## src/rtl/systolic_job_sequencer.sv

```systemverilog
// ---------------------------------------------------------------------------
// systolic_job_sequencer
//
// Front-end controller for the 2x2 4-bit systolic matrix-multiply PE array.
// Collects A and B as four nibble-packed bytes, feeds the array with skewed
// operand wavefronts after a one-cycle accumulator clear, waits out the array
// latency, captures the four sums and streams them out as four beats.
//
// Optional build macro:
//   SYSTOLIC_SEQ_JOBCNT_EN - when defined, job_count counts completed jobs
//                            (saturating at 16'hFFFF); otherwise it is tied
//                            to zero and no counter register exists.
// ---------------------------------------------------------------------------
module systolic_job_sequencer #(
   parameter  int DATA_W    = 4,
   parameter  int DRAIN_CYC = 2,
   localparam int ACC_W     = 2 * DATA_W + 1
) (
   input  logic              clk,
   input  logic              rst_n,
   input  logic              in_valid,
   output logic              in_ready,
   input  logic [7:0]        in_data,
   output logic              pe_clear,
   output logic              pe_valid,
   output logic [DATA_W-1:0] pe_a0,
   output logic [DATA_W-1:0] pe_a1,
   output logic [DATA_W-1:0] pe_b0,
   output logic [DATA_W-1:0] pe_b1,
   input  logic [ACC_W-1:0]  pe_c00,
   input  logic [ACC_W-1:0]  pe_c01,
   input  logic [ACC_W-1:0]  pe_c10,
   input  logic [ACC_W-1:0]  pe_c11,
   output logic              out_valid,
   input  logic              out_ready,
   output logic [ACC_W-1:0]  out_data,
   output logic              busy,
   output logic [15:0]       job_count
);

   typedef enum logic [2:0] {
      S_IDLE    = 3'd0,
      S_LOAD    = 3'd1,
      S_CLEAR   = 3'd2,
      S_FEED    = 3'd3,
      S_DRAIN   = 3'd4,
      S_CAPTURE = 3'd5,
      S_OUT     = 3'd6
   } state_t;

   state_t            r_state;
   state_t            w_nextState;

   logic [7:0]        r_beat [4];
   logic [1:0]        r_beatCnt;
   logic [1:0]        r_feedCnt;
   logic [2:0]        r_drainCnt;
   logic [ACC_W-1:0]  r_res [4];
   logic [1:0]        r_outIdx;

   logic              w_inReady;
   logic              w_inHs;
   logic              w_outHs;
   logic              w_peClear;
   logic              w_peValid;
   logic [DATA_W-1:0] w_a0;
   logic [DATA_W-1:0] w_a1;
   logic [DATA_W-1:0] w_b0;
   logic [DATA_W-1:0] w_b1;
   logic              w_outValid;
   logic [ACC_W-1:0]  w_outData;

   // Element views of the stored beats: A00/A01, A10/A11, B00/B01, B10/B11.
   // The high nibble of each byte is column 0, the low nibble column 1.
   logic [DATA_W-1:0] w_a00, w_a01, w_a10, w_a11;
   logic [DATA_W-1:0] w_b00, w_b01, w_b10, w_b11;

   assign w_a00 = r_beat[0][2*DATA_W-1:DATA_W];
   assign w_a01 = r_beat[0][DATA_W-1:0];
   assign w_a10 = r_beat[1][2*DATA_W-1:DATA_W];
   assign w_a11 = r_beat[1][DATA_W-1:0];
   assign w_b00 = r_beat[2][2*DATA_W-1:DATA_W];
   assign w_b01 = r_beat[2][DATA_W-1:0];
   assign w_b10 = r_beat[3][2*DATA_W-1:DATA_W];
   assign w_b11 = r_beat[3][DATA_W-1:0];

   // in_ready is forced low while reset is held so every output reads zero
   // during reset, even though IDLE itself advertises readiness.
   assign in_ready  = rst_n & w_inReady;
   assign w_inHs    = in_valid & in_ready;
   assign w_outHs   = w_outValid & out_ready;

   assign pe_clear  = w_peClear;
   assign pe_valid  = w_peValid;
   assign pe_a0     = w_a0;
   assign pe_a1     = w_a1;
   assign pe_b0     = w_b0;
   assign pe_b1     = w_b1;
   assign out_valid = w_outValid;
   assign out_data  = w_outData;
   assign busy      = (r_state != S_IDLE);

   // State register; an asynchronous reset abandons any job in flight.
   always_ff @(posedge clk or negedge rst_n) begin
      if (!rst_n) begin
         r_state <= S_IDLE;
      end else begin
         r_state <= w_nextState;
      end
   end

   // Next-state and output decode. Feed cycles present the skewed wavefront
   // so each PE sees matching A/B pairs as operands ripple right and down.
   always_comb begin
      w_nextState = r_state;
      w_inReady   = 1'b0;
      w_peClear   = 1'b0;
      w_peValid   = 1'b0;
      w_a0        = '0;
      w_a1        = '0;
      w_b0        = '0;
      w_b1        = '0;
      w_outValid  = 1'b0;
      w_outData   = '0;
      case (r_state)
         S_IDLE: begin
            w_inReady = 1'b1;
            if (in_valid) begin
               w_nextState = S_LOAD;
            end
         end
         S_LOAD: begin
            w_inReady = 1'b1;
            if (in_valid && (r_beatCnt == 2'd3)) begin
               w_nextState = S_CLEAR;
            end
         end
         S_CLEAR: begin
            w_peClear   = 1'b1;
            w_nextState = S_FEED;
         end
         S_FEED: begin
            w_peValid = 1'b1;
            case (r_feedCnt)
               2'd0: begin
                  w_a0 = w_a00;
                  w_b0 = w_b00;
               end
               2'd1: begin
                  w_a0 = w_a01;
                  w_a1 = w_a10;
                  w_b0 = w_b10;
                  w_b1 = w_b01;
               end
               default: begin
                  w_a1 = w_a11;
                  w_b1 = w_b11;
               end
            endcase
            if (r_feedCnt == 2'd2) begin
               w_nextState = S_DRAIN;
            end
         end
         S_DRAIN: begin
            if (r_drainCnt == 3'(DRAIN_CYC - 1)) begin
               w_nextState = S_CAPTURE;
            end
         end
         S_CAPTURE: begin
            w_nextState = S_OUT;
         end
         S_OUT: begin
            w_outValid = 1'b1;
            w_outData  = r_res[r_outIdx];
            if (out_ready && (r_outIdx == 2'd3)) begin
               w_nextState = S_IDLE;
            end
         end
         default: begin
            w_nextState = S_IDLE;
         end
      endcase
   end

   // Input beat storage; the beat counter orders A row0, A row1, B row0,
   // B row1 and is held at zero outside the loading states.
   always_ff @(posedge clk or negedge rst_n) begin
      if (!rst_n) begin
         r_beatCnt <= '0;
         for (int i = 0; i < 4; i++) begin
            r_beat[i] <= '0;
         end
      end else if ((r_state != S_IDLE) && (r_state != S_LOAD)) begin
         r_beatCnt <= '0;
      end else if (w_inHs) begin
         r_beat[r_beatCnt] <= in_data;
         r_beatCnt         <= r_beatCnt + 2'd1;
      end
   end

   // Feed and drain cycle counters, each running only in its own state.
   always_ff @(posedge clk or negedge rst_n) begin
      if (!rst_n) begin
         r_feedCnt  <= '0;
         r_drainCnt <= '0;
      end else begin
         r_feedCnt  <= (r_state == S_FEED)  ? r_feedCnt + 2'd1  : 2'd0;
         r_drainCnt <= (r_state == S_DRAIN) ? r_drainCnt + 3'd1 : 3'd0;
      end
   end

   // Snapshot of the array accumulators, taken once per job.
   always_ff @(posedge clk or negedge rst_n) begin
      if (!rst_n) begin
         for (int i = 0; i < 4; i++) begin
            r_res[i] <= '0;
         end
      end else if (r_state == S_CAPTURE) begin
         r_res[0] <= pe_c00;
         r_res[1] <= pe_c01;
         r_res[2] <= pe_c10;
         r_res[3] <= pe_c11;
      end
   end

   // Output beat index advances only on a handshake so data holds under stall.
   always_ff @(posedge clk or negedge rst_n) begin
      if (!rst_n) begin
         r_outIdx <= '0;
      end else if (r_state != S_OUT) begin
         r_outIdx <= '0;
      end else if (w_outHs) begin
         r_outIdx <= r_outIdx + 2'd1;
      end
   end

`ifdef SYSTOLIC_SEQ_JOBCNT_EN
   logic        w_jobDone;
   logic [15:0] r_jobCount;

   assign w_jobDone = w_outHs && (r_outIdx == 2'd3);
   assign job_count = r_jobCount;

   // Completed-job counter, bumped on the final result handshake, saturating.
   always_ff @(posedge clk or negedge rst_n) begin
      if (!rst_n) begin
         r_jobCount <= '0;
      end else if (w_jobDone && (r_jobCount != 16'hFFFF)) begin
         r_jobCount <= r_jobCount + 16'd1;
      end
   end
`else
   assign job_count = 16'd0;
`endif

endmodule

```

## config.mk

```make
export PLATFORM = sky130hd
export DESIGN_NAME = systolic_job_sequencer
export DESIGN_NICKNAME = d
export VERILOG_FILES = /design/src/rtl/systolic_job_sequencer.sv
export SDC_FILE = /design/constraint.sdc
export NUM_CORES = 1
export LEC_CHECK = 0
export CAP_MARGIN = 20
export CORE_AREA = 2 2 89 91
export DETAILED_ROUTE_END_ITERATION = 10
export DIE_AREA = 0 0 91 93
export PLACE_DENSITY = 0.83
export SYNTH_ARGS = -nofsm -noshare
export SYNTH_HDL_FRONTEND = slang
export SYNTH_SLANG_ARGS = --single-unit
```

## constraint.sdc

```tcl
create_clock -name clk -period 2.72 [get_ports clk]
set_input_delay 0.408 -clock clk [delete_from_list [all_inputs] [get_ports clk]]
set_output_delay 0.408 -clock clk [all_outputs]
set_load 0.1 [all_outputs]
```

=== Word-level counts from Yosys, hierarchy flattened ===
Index checks and enable logic that the tools add are counted.
W data, S select, Z words.

* Output and inout port bits: 46
* Register bits: 80
* Word-level logic and storage cells: 87
* Input port bits: 48

* Eq/ne operators: 18
* Reduce and logical (&&, ||, !) cells: 12
* Add/subtract/negate cells: 4
* Magnitude comparators: 3
* Multiplexer cells: 31
* Bitwise operators: 6

{| class="wikitable"
|+ Operator list
! operator !! number
|-
| $bwmux W32 || 1
|-
| $pmux W4 S2 || 4
|-
| $mux W9 || 3
|-
| $pmux W3 S7 || 1
|-
| $bmux W9 S2 || 1
|-
| $mux W3 || 6
|-
| $demux W8 S2 || 1
|-
| $mux W4 || 4
|-
| $mux W2 || 5
|-
| $ne A2 B2 Y1 const B || 5
|-
| $eq A3 B3 Y1 const B || 3
|-
| $mux W8 || 1
|-
| $add A2 B1 Y2 const B || 3
|-
| $eq A2 B2 Y1 const B || 3
|-
| $eq A3 B1 Y1 const B || 2
|-
| $eq A3 B2 Y1 const B || 2
|-
| $ge A3 B3 Y1 const B || 2
|-
| $not A2 Y3 || 2
|-
| $reduce_and A5 Y1 || 1
|-
| $logic_and A1 B1 Y1 || 4
|-
| $mux W1 || 4
|-
| $reduce_bool A2 Y1 || 2
|-
| $add A3 B1 Y3 const B || 1
|-
| $and A1 B1 Y1 || 3
|-
| other kinds (10) || 10
|}

=== Depth between registers and ports, before layout ===
Gate-level depths: netlist of run 1.

* Depth in word-level cells: 7
* Gate-level depth with buffers: 6
* Depth with buffers taken out: 5

=== Least setup slack after synthesis of run 1 ===
OpenSTA, ideal clock, no wires.

* Path kind: register -> output
* Start: register r_state[1]
* End: output pe_clear
* Data arrival time: 2.929 ns
* Setup slack: -0.617 ns
* Path buffers: 2
* Cell stages (with the launch flop): 4
* Cell sequence: dfrtp_1 -> buf_6 -> clkbuf_1 -> nor3b_1

* Cells in the longest elaborated chain, start to end: 2

{| class="wikitable"
|+ RTL lines
! item !! RTL line !! source
|-
| start, declared || 51 || <nowiki>state_t r_state;</nowiki>
|-
| start signal, assigned || 108 || <nowiki>r_state <= w_nextState;</nowiki>
|-
| $eq A3 B2 Y1 || 125 || <nowiki>case (r_state)</nowiki>
|-
| $mux W1 || 125 ||
|-
| end, declared || 24 || <nowiki>output logic pe_clear,</nowiki>
|}

No other way between the ends.

=== Worst setup path in the final report of run 1 ===
* Start: register r_state[1]
* End: output out_data[2]

* Cells in the longest elaborated chain, start to end: 2

{| class="wikitable"
|+ RTL lines
! item !! RTL line !! source
|-
| $eq A3 B3 Y1 || 125 ||
|-
| $mux W9 || 125 ||
|-
| end, declared || 36 || <nowiki>output logic [ACC_W-1:0] out_data,</nowiki>
|}

No other way between the ends.

==> run summary, run 1 <==
The run finished with clean final reports. The H-tree generated during clock tree synthesis spans 3 levels. The logs give 75 for the starting DRC count in detailed routing and 7636 um for the post-detailed-routing wire length.

The worst setup path is of the register to output pin kind. The global placer's final weighted congestion was 0.7487; the slew at the pin closest to its max-slew limit was 613.9 ps. The clock arrives with 9.152 ps of skew.

STA puts the critical path data required time at 2310 ps. The first global-routing pass estimated 12910 um of wire. The final period demand of the worst path is 2515 ps. Dividing the detail-routed wire length by the instance count gives 15.94 um. The total overflow reported by the global router is 0.

The number of hold buffers added after CTS was 0. The clock edge transition at the registers on the reported setup and hold paths is 80 ps. Fill cells in the final layout number 549. The count of endpoints failing hold in the final timing report was 0; the period utilization was 92.46%. Summing the sequential cell areas from Yosys gives 52.22% of the chip area. Clock latency of the later-clocked register in the worst-skew pair: 350 ps.

The slowest stage of the critical path is the dfrtp_1 cell. CTS saw 80 sinks. The count of nets left with antenna violations after detail routing came out at 0. The tools report the pin count of the biggest net entering global routing as 47. STA puts the critical path data arrival time at 2110 ps. For the maximum frequency from static timing analysis, the log shows 0.3976 GHz. The starting utilization of the core area came out at 50.93%. The tools report the via count of the first global-routing pass as 2646. The maximum net fanout on the critical path is 17. Setup repair after global routing left no endpoint under its margin.

STA classifies the critical path startpoint as a register. The power density over the cells is 949.9 nW/um2, and the vertical die dimension is 93 um. Number of antenna violations at the first check in global routing: 0. After floorplanning, the core was divided into 32 placement rows. In this run the post-CTS setup repair buffer count came out at 0.

The final count of negative-setup-slack endpoints is 0. The count of input and output buffers came out at 77. In this run the most used layer during global routing was met2. The path class of the tightest hold or removal check is input pin to async pin. The global routing usage on met1 was 24.39%; the die area was 8463 um2. The critical path goes through nand3b_1 > nor2b_1 > buf_12.

In this run the tightest slew margin relative to its limit is 59.07%. For the post-detailed-placement half-perimeter wirelength, the log shows 5433 um. The tools report the number of pins with negative max-slew slack in the final report as 0.

For this design the static power due to leakage is 2.174 nW. In the global route stage, met2 resource usage came out at 32.84%. The largest stage delay on the critical path was 610 ps; the mapped cell area was 3834 um2.

The core footprint was 7527 um2; the via count was 2501. Cells with a size suffix above 1 make up 38.99% of the layout. Synthesis instantiated 31 different standard cells from the library. Synthesis produced 295 cells.

The longest clock path from root to sink contains 2 buffers. STA classifies the critical path endpoint as an output pin. For the boundary pin count, the log shows 94. After routing the design area is 5132 um2.

The synthesized design contains 80 register bits. The tools report the count of unresolved DRC violations after routing as 0. TritonCTS built the clock tree. In the routed layout, each cell is associated on average with a via count of 5.221. The placed instances occupy a cell area of 4945 um2.

The layout overhead on the synthesized area was 33.88%. The post-synthesis area per instance works out to 13.00 um2. Worst IR drop on VDD: 406.8 uV. In the global route stage, met3 resource usage came out at 5.721%.

The reported max-cap violation count came out at 0. For this run, the number of Yosys warnings is 0. The count of instances resized after the clock tree is built was 0. For the number of nets in the final layout, the log shows 430.

After the flow finishes, the layout carries non-filler instances totaling 479. For the overall routing resource usage, the log shows 19.59%. The number of buffers added by the clock tree synthesis step is 9, and the overall die width is 91 um. The first TritonRoute pass finished after 4 iterations. The total chip power was 4.875 mW.

Including well taps, the total number of placed cells is 463. The antenna diode count is 0. The tools report the root cell of the clock tree as clkbuf_8.
-- cells in the final DEF (no fill, tap or decap), types with 2 or more instances in the layout --
master           Yosys  final
clkbuf_8             0     10
mux2_2              67     67
dfrtp_1             80     80
mux2i_1              2      2
nand3b_1             2      2
and2_1               2      2
mux4_2               9      9
a21oi_1              3      3
clkdlybuf4s50_1      0     46
a22oi_1             15     15
nor2_1              27     15
buf_4               16      9
nor2b_1              9      9
xnor2_1              3      3
buf_12               0     28
ha_1                10     10
conb_1               1     16
nor3_1               3      3
nand3_1              2      2
nand2_1              5      5
or3_1                2      2
nor2_2               0     12
inv_6                0      2
nand2_2              4      4
inv_1                8      8
-- state kept, by name (all words and copies together), names as in the netlist --
name	cells
r_res	36
r_outIdx	2
r_feedCnt	2
r_beatCnt	2
r_beat	32
r_drainCnt	3
r_state	3
-- path summary, 6_finish.rpt --
| check | slack [ps] | cells past startpoint | endpoint | start |
|---|---|---|---|---|
| setup / recovery | 210 | 3 | out_data[2] | r_state[1] |
| min in group clk | 460 | 1 | r_feedCnt[0] | r_feedCnt[0] |
| max in group asynchronous | 1770 | 2 | r_res[12] | rst_n |
| setup reg to reg | 1010 | 3 | r_res[5] | r_state[1] |
| hold reg to reg | 460 | 1 | r_feedCnt[0] | r_feedCnt[0] |
| hold / removal | 6 | 1 | r_beat[7] | rst_n |
-- stage by stage --
stage | hold slack (ps) | TNS (ps) | util [%] | setup slack [ps]
floorplan | 112.4 | -241.7 | - | -34.52
global placement | 386.2 | 0 | 65.69 | 631.4
detailed placement | 399.9 | 0 | 65.69 | 596.3
CTS | 7.010 | 0 | 68.18 | 156.7
global route | 22.55 | 0 | 68.18 | 36.54
finish | 5.850 | 0 | 68.18 | 205.1
-- power by group --
| part | internal [mW] | switching, mW | total [mW] |
|---|---|---|---|
| combinational | 0.953 | 1.05 | 2.00 |
| sequential | 1.73 | 0.319 | 2.05 |
| clock | 0.369 | 0.457 | 0.826 |
| total | 3.05 | 1.82 | 4.88 |
-- critical path: cells and delay by family (launching register included) --
kind	cells	cell delay, ps
simple gates	2	920
flops	1	610
buf+inv	1	220
-- final cells by class --
type,count,area [um2],share of cell area (%)
Sequential cell,80,2002,39.01
Multi-Input combinational cell,190,1697,33.06
Timing Repair Buffer,83,1089,21.21
Clock buffer,10,137.6,2.682
Tap cell,102,127.6,2.487
Clock inverter,6,50.05,0.9751
Inverter,8,30.03,0.5851
-- cell usage after synthesis (all sizes together) --
cell,number,share of area [%]
and2,2,0.33
mux2,68,20
nor3b,2,0.39
xnor2,3,0.69
nand2,9,1.1
a21oi,3,0.39
clkbuf,8,0.78
nand3,2,0.26
dfrtp,80,52
conb,1,0.098
or3,2,0.33
mux4,9,5.3
a22oi,15,2.9
a22o,1,0.23
o31ai,1,0.20
a21o,1,0.20
nor3,3,0.39
nand3b,2,0.39
a211oi,1,0.20
ha,10,3.3
nor2,27,2.6
buf,24,4.3
and4bb,1,0.33
mux2i,2,0.52
o2111ai,1,0.23
nor2b,9,1.5
inv,8,0.78
-- routing by layer --
layer / wire length, um / vias to the layer above
met2: 3849 / 80
met4: 87 / 0
met3: 475 / 9
met1: 3225 / 1260
li1: - / 1152
met5: 0 / -
-- kinds of logic after synthesis --
group           count (synthesis)  share of synthesized area (%)
compound gates                 23                          4.374
xor+xnor                        3                         0.6855
fa+ha+maj                      10                          3.264
buf+inv                        40                          5.907
flops                          80                          52.22
mux                            79                          25.78
other cells                     1                        0.09782
simple gates                   59                          7.669
Power figures use the tool's default switching activity.
==> inputs of run 2 (changes only) <==
--- a/config.mk
+++ b/config.mk
@@ -7,6 +7,7 @@
 export LEC_CHECK = 0
 export CAP_MARGIN = 20
 export CORE_AREA = 2 2 89 91
+export CTS_BUF_LIST = sky130_fd_sc_hd__clkbuf_8 sky130_fd_sc_hd__clkbuf_16
 export DETAILED_ROUTE_END_ITERATION = 10
 export DIE_AREA = 0 0 91 93
 export PLACE_DENSITY = 0.83
==> results of run 2 <==
Final layout, timing and power as in run 1 (identical DEF).
==> inputs of run 3 (changes only) <==
--- a/config.mk
+++ b/config.mk
@@ -8,6 +8,7 @@
 export CAP_MARGIN = 20
 export CORE_AREA = 2 2 89 91
 export CTS_BUF_LIST = sky130_fd_sc_hd__clkbuf_8 sky130_fd_sc_hd__clkbuf_16
+export CTS_CLUSTER_SIZE = 20
 export DETAILED_ROUTE_END_ITERATION = 10
 export DIE_AREA = 0 0 91 93
 export PLACE_DENSITY = 0.83
==> results of run 3 <==
Final layout, timing and power as in run 1 (identical DEF).
==> edit 1, RTL diff (settings of run 3) <==
Re-encode `state_t` (7 states) as one-hot, 7 bits wide.
--- a/src/rtl/systolic_job_sequencer.sv
+++ b/src/rtl/systolic_job_sequencer.sv
@@ -39,12 +39,12 @@
 );
 
-   typedef enum logic [2:0] {
-      S_IDLE    = 3'd0,
-      S_LOAD    = 3'd1,
-      S_CLEAR   = 3'd2,
-      S_FEED    = 3'd3,
-      S_DRAIN   = 3'd4,
-      S_CAPTURE = 3'd5,
-      S_OUT     = 3'd6
+   typedef enum logic [6:0] {
+      S_IDLE    = 7'b0000001,
+      S_LOAD    = 7'b0000010,
+      S_CLEAR   = 7'b0000100,
+      S_FEED    = 7'b0001000,
+      S_DRAIN   = 7'b0010000,
+      S_CAPTURE = 7'b0100000,
+      S_OUT     = 7'b1000000
    } state_t;
 
Check against the original RTL: same outputs for any inputs over 10 cycles, from zero or initial values and one cycle with rst_n low; not proved beyond that.
==> edit 1 against run 3 <==
Sequential cell count grew 4; maximum frequency hardly changed; clock skew increased by 2.3 ps; sequential power fell by 13%; design area rose by 7.7%; die area did not move; via count rose by 7.2%; worst setup slack is essentially flat; power is 19% lower; routed wire length increased by 8.7%; area after synthesis up 9.4%; critical endpoint is now out_data[4]; largest cell class unchanged.
==> edit 1: results <==
[place]
gp_congestion = 0.756
dp_slack_ps = 504
io_buffers = 77
place_hpwl_um = 5850

[timing]
finalClockSkew_ps = 11.4
worstMarginPinSlew_ps = 746

[grt]
antenna_found_initial = 0
grt_usage_pct = 20.8
grt_pass1_wl_um = 14000
grt_pass1_vias = 2839
grt_max_degree = 62

[logic_synthesis]
yosys_warnings = 0
synth_area_leaders = "dfrtp_1, mux2_4, mux2_2"
ys_types = 43
yosysSeqAreaShare_pct = 50.2
yosys-top-cells-count = "dfrtp_1, mux2_2, mux2_4, nor2_1, a22oi_1"
async_flop_share_pct = 100
synth_flop_cell = "dfrtp_1"

[final_layout]
final_nets = 451
drive_above_1_share_pct = 41.0
n_fill_cell = 497
largestRegisters = "r_res: 36 flops, r_beat: 32 flops, r_state: 7 flops"
diodes = 0

[clock_tree]
clkSlewWorstSetupHoldPaths_ps = 90
h-tree-depth = 3
clk_latency_ps = 350
cts_root_buffer = "clkbuf_8"

[worst_setup_path]
crit_fanout = 11
worstRegToRegCells = 6

[power]
peakVddDrop_uv = 398
p_int_mw = 2.67
power_leakage_nw = 2.50

[detailed_routing]
first_iter_violations = 113
topRoutingLayerUsed = "met4"
route.met3.wl_um = 560
finalWirelength_um = 8300
drt-met1-wl_um = 3610
drtPass1Iterations = 5
route.met2.wl_um = 4080
avgViaCountPerCell = 5.36

[worst_hold_path]
whs_path_depth = 1
hp-class = "reg2reg"

[outcome]
status = "finished, final reports clean"
[edit 1: cell count changes in the layout (fill, tap and decap cells not counted), moves of 3 or more]
cell            run 3  this run
mux2_4              0        29
nor2b_2             0         6
o22ai_1             0         3
mux2_2             67        38
nor2b_1             9         6
dfrtp_1            80        83
nor2_2             12        15
[edit 1: cells by family after synthesis]
group | count (synthesis) | synth area share [%]
other | 1 | 0.0894
and+or+nand+nor | 73 | 9.43
buffers and inverters | 36 | 6.03
muxes | 78 | 25.9
xor gates and xnor gates | 4 | 0.836
adders and majority gates | 10 | 2.98
DFF | 84 | 50.2
AOI/OAI and AO/OA | 26 | 4.54
[edit 1: routing by layer]
metal  vias up  GRT usage [%]
met4         0           5.30
li1       1234              -
met3         6           5.16
met1      1331           27.9
met5         -              0
met2       109           34.4
[edit 1: final cells by class]
| cell class | count | share of cell area (%) |
|---|---|---|
| sequential | 84 | 38.1 |
| timing repair buffer | 83 | 19.7 |
| clock buffer | 9 | 2.24 |
| inverter | 8 | 0.543 |
| clock inverter | 7 | 1.86 |
| tap | 102 | 2.31 |
| multi-input combinational | 207 | 35.3 |
[edit 1: repair_timing]
action                                  4_1_cts  5_1_grt
hold buffers                                  1        0
gates resized for setup                       0        1
endpoints found under the hold margin        23        0
endpoints found under the setup margin        0        7
[edit 1: critical path: stages, from the launching register on]
cell and delay, ps:
dfrtp_1 810, mux4_2 600, nor2b_2 180, buf_12 170
[edit 1: path summary, 6_finish.rpt]
path / slack [ps] / end / from
max reg2reg: 530 / r_state[4] / r_outIdx[0]
max: 200 / out_data[4] / r_outIdx[0]
min reg2reg: 470 / r_feedCnt[0] / r_feedCnt[0]
max in group asynchronous: 1160 / r_res[30] / rst_n
min: 470 / r_feedCnt[0] / r_feedCnt[0]
min in group asynchronous: 510 / r_res[19] / rst_n
[edit 1: per-stage QoR]
step / util [%] / hold WS, ps / instance area, um^2 / cells / setup TNS [ps]
2_1_floorplan: - / 112 / 4300 / 327 / -333
3_3_place_gp: 70.2 / 341 / 5290 / 483 / 0
3_5_place_dp: 70.2 / 342 / 5290 / 483 / 0
4_1_cts: 73.4 / 474 / 5520 / 500 / 0
5_1_grt: 73.4 / 483 / 5530 / 500 / 0
6_report: 73.4 / 468 / 5530 / 500 / 0
[edit 1: power by group through the flow]
stage | registers [mW] | logic (mW) | clock network, mW
CTS | 1.77 | 1.17 | 1.04
detailed placement | 1.79 | 1.16 | 0
global placement | 1.78 | 1.12 | 0
global route | 1.81 | 1.24 | 1.09
floorplan | 1.73 | 0.916 | 0
finish | 1.78 | 1.16 | 1.02
==> edit 2, RTL diff (settings of run 3) <==
Made on the original files. The option `SYSTOLIC_SEQ_JOBCNT_EN` is turned on by a define.
--- a/src/rtl/systolic_job_sequencer.sv
+++ b/src/rtl/systolic_job_sequencer.sv
@@ -12,4 +12,6 @@
 //                            to zero and no counter register exists.
 // ---------------------------------------------------------------------------
+`define SYSTOLIC_SEQ_JOBCNT_EN
+
 module systolic_job_sequencer #(
    parameter  int DATA_W    = 4,
Function: same outputs for any inputs over 10 cycles, from zero or initial values and one cycle with rst_n low; that may be too few to reach the edited logic, so the function may still have changed.
==> edit 2 against run 3 <==
Design area rose by 18%; critical path type unchanged; critical endpoint is now pe_b0[2]; routed wire length rose by 26%; worst setup slack got worse by 3.0 ps; synthesized cell count rose by 20%; non-clock buffer count rose by 18; register-to-register slack got worse by 620 ps; sequential cell count rose by 16; combinational power rose by 13%; hold slack improved by 77 ps; clock skew fell by 2.7 ps; power rose by 12%; area after synthesis rose by 18%.
==> edit 2: results <==
[power]
power_leakage_nw = 2.69
peakVddDrop_uv = 721

[place]
io_buffers = 93
place_hpwl_um = 6900
gp_congestion = 0.820
dp_cells = 542
dp_slack_ps = 462

[outcome]
status = "finished, final reports clean"

[final_layout]
final_nets = 510
drive_above_1_share_pct = 36.0
fin_cells = 558

[logic_synthesis]
yosysSeqAreaShare_pct = 53.0
ys_types = 39
synth_cells = 354
synth_area_leaders = "dfrtp_1, mux2_2, mux4_2"

[grt]
grt_usage_pct = 24.4
grt_use_met1_pct = 31.4
grt_max_degree = 65
gr-usage-met3_pct = 4.35
met2_usage_pct = 41.8
grt_pass1_vias = 3241
grt_pass1_wl_um = 16000

[worst_setup_path]
worstReg2RegStart = "r_state[2]"
cp_top_family = "adder cells"
crit_fanout = 15
setup.worst_path.start = "r_feedCnt[0]"
critPathMaxStageDelay_ps = 560

[detailed_routing]
via_count = 3090
finalWirelength_um = 9610
first_iter_violations = 139

[timing]
worstMarginPinSlew_ps = 788
edit 2: changes by cell type after synthesis, sizes merged, moves of 6 or more:
cell / change
nor3b: +7
nor2b: -7
nor3: +6
a21oi: +6
buf: -18
dfrtp: +16
nand2: +7
xor2: +10
and2: +11
edit 2: final cells by class:
class | count | area, um^2
flip-flops and latches | 96 | 2400
multi-input cells | 235 | 2040
fillers | 458 | 1500
repair buffers | 101 | 1220
clock buffers | 11 | 151
well taps | 102 | 128
clock inverters | 5 | 55.1
inverters | 8 | 30.0
edit 2: through the flow:
stage | util [%] | power, mW
finish | 80.1 | 5.48
global route | 80.1 | 5.76
CTS | 80.1 | 5.51
detailed placement | 77.4 | 4.54
global placement | 77.4 | 4.44
floorplan | - | 3.83
edit 2: repair_timing:
action,4_1_cts,5_1_grt
setup buffers,0,0
endpoints found under the setup margin,0,16
endpoints found under the hold margin,0,0
resized for setup,0,1
edit 2: cell families after synthesis:
kind of cell	after synthesis	share of synthesized area (%)
simple gates	100	12.7
flops	96	53.0
mux	82	22.6
compound gates	28	3.89
buf+inv	23	2.07
xor+xnor	14	2.70
fa+ha+maj	11	3.03
edit 2: where the power goes:
| part | switching (mW) | total (mW) | internal (mW) |
|---|---|---|---|
| clock network | 0.478 | 0.952 | 0.474 |
| logic | 1.22 | 2.27 | 1.05 |
| registers | 0.297 | 2.25 | 1.96 |
| total | 2.00 | 5.48 | 3.48 |
edit 2: worst paths after layout:
check	end	slack, ps	depth (start not counted)
max	pe_b0[2]	200	5
min	job_count[1]	80	2
max reg2reg	job_count[13]	390	5
min reg2reg	r_drainCnt[0]	480	1
max in group asynchronous	r_res[29]	1500	3
min in group clk	r_drainCnt[0]	480	1
edit 2: routing by layer:
metal,share of wire (%),vias up
li1,-,1443
met1,43,1568
met2,53,67
met3,3.1,12
met4,1.5,0
met5,0,-
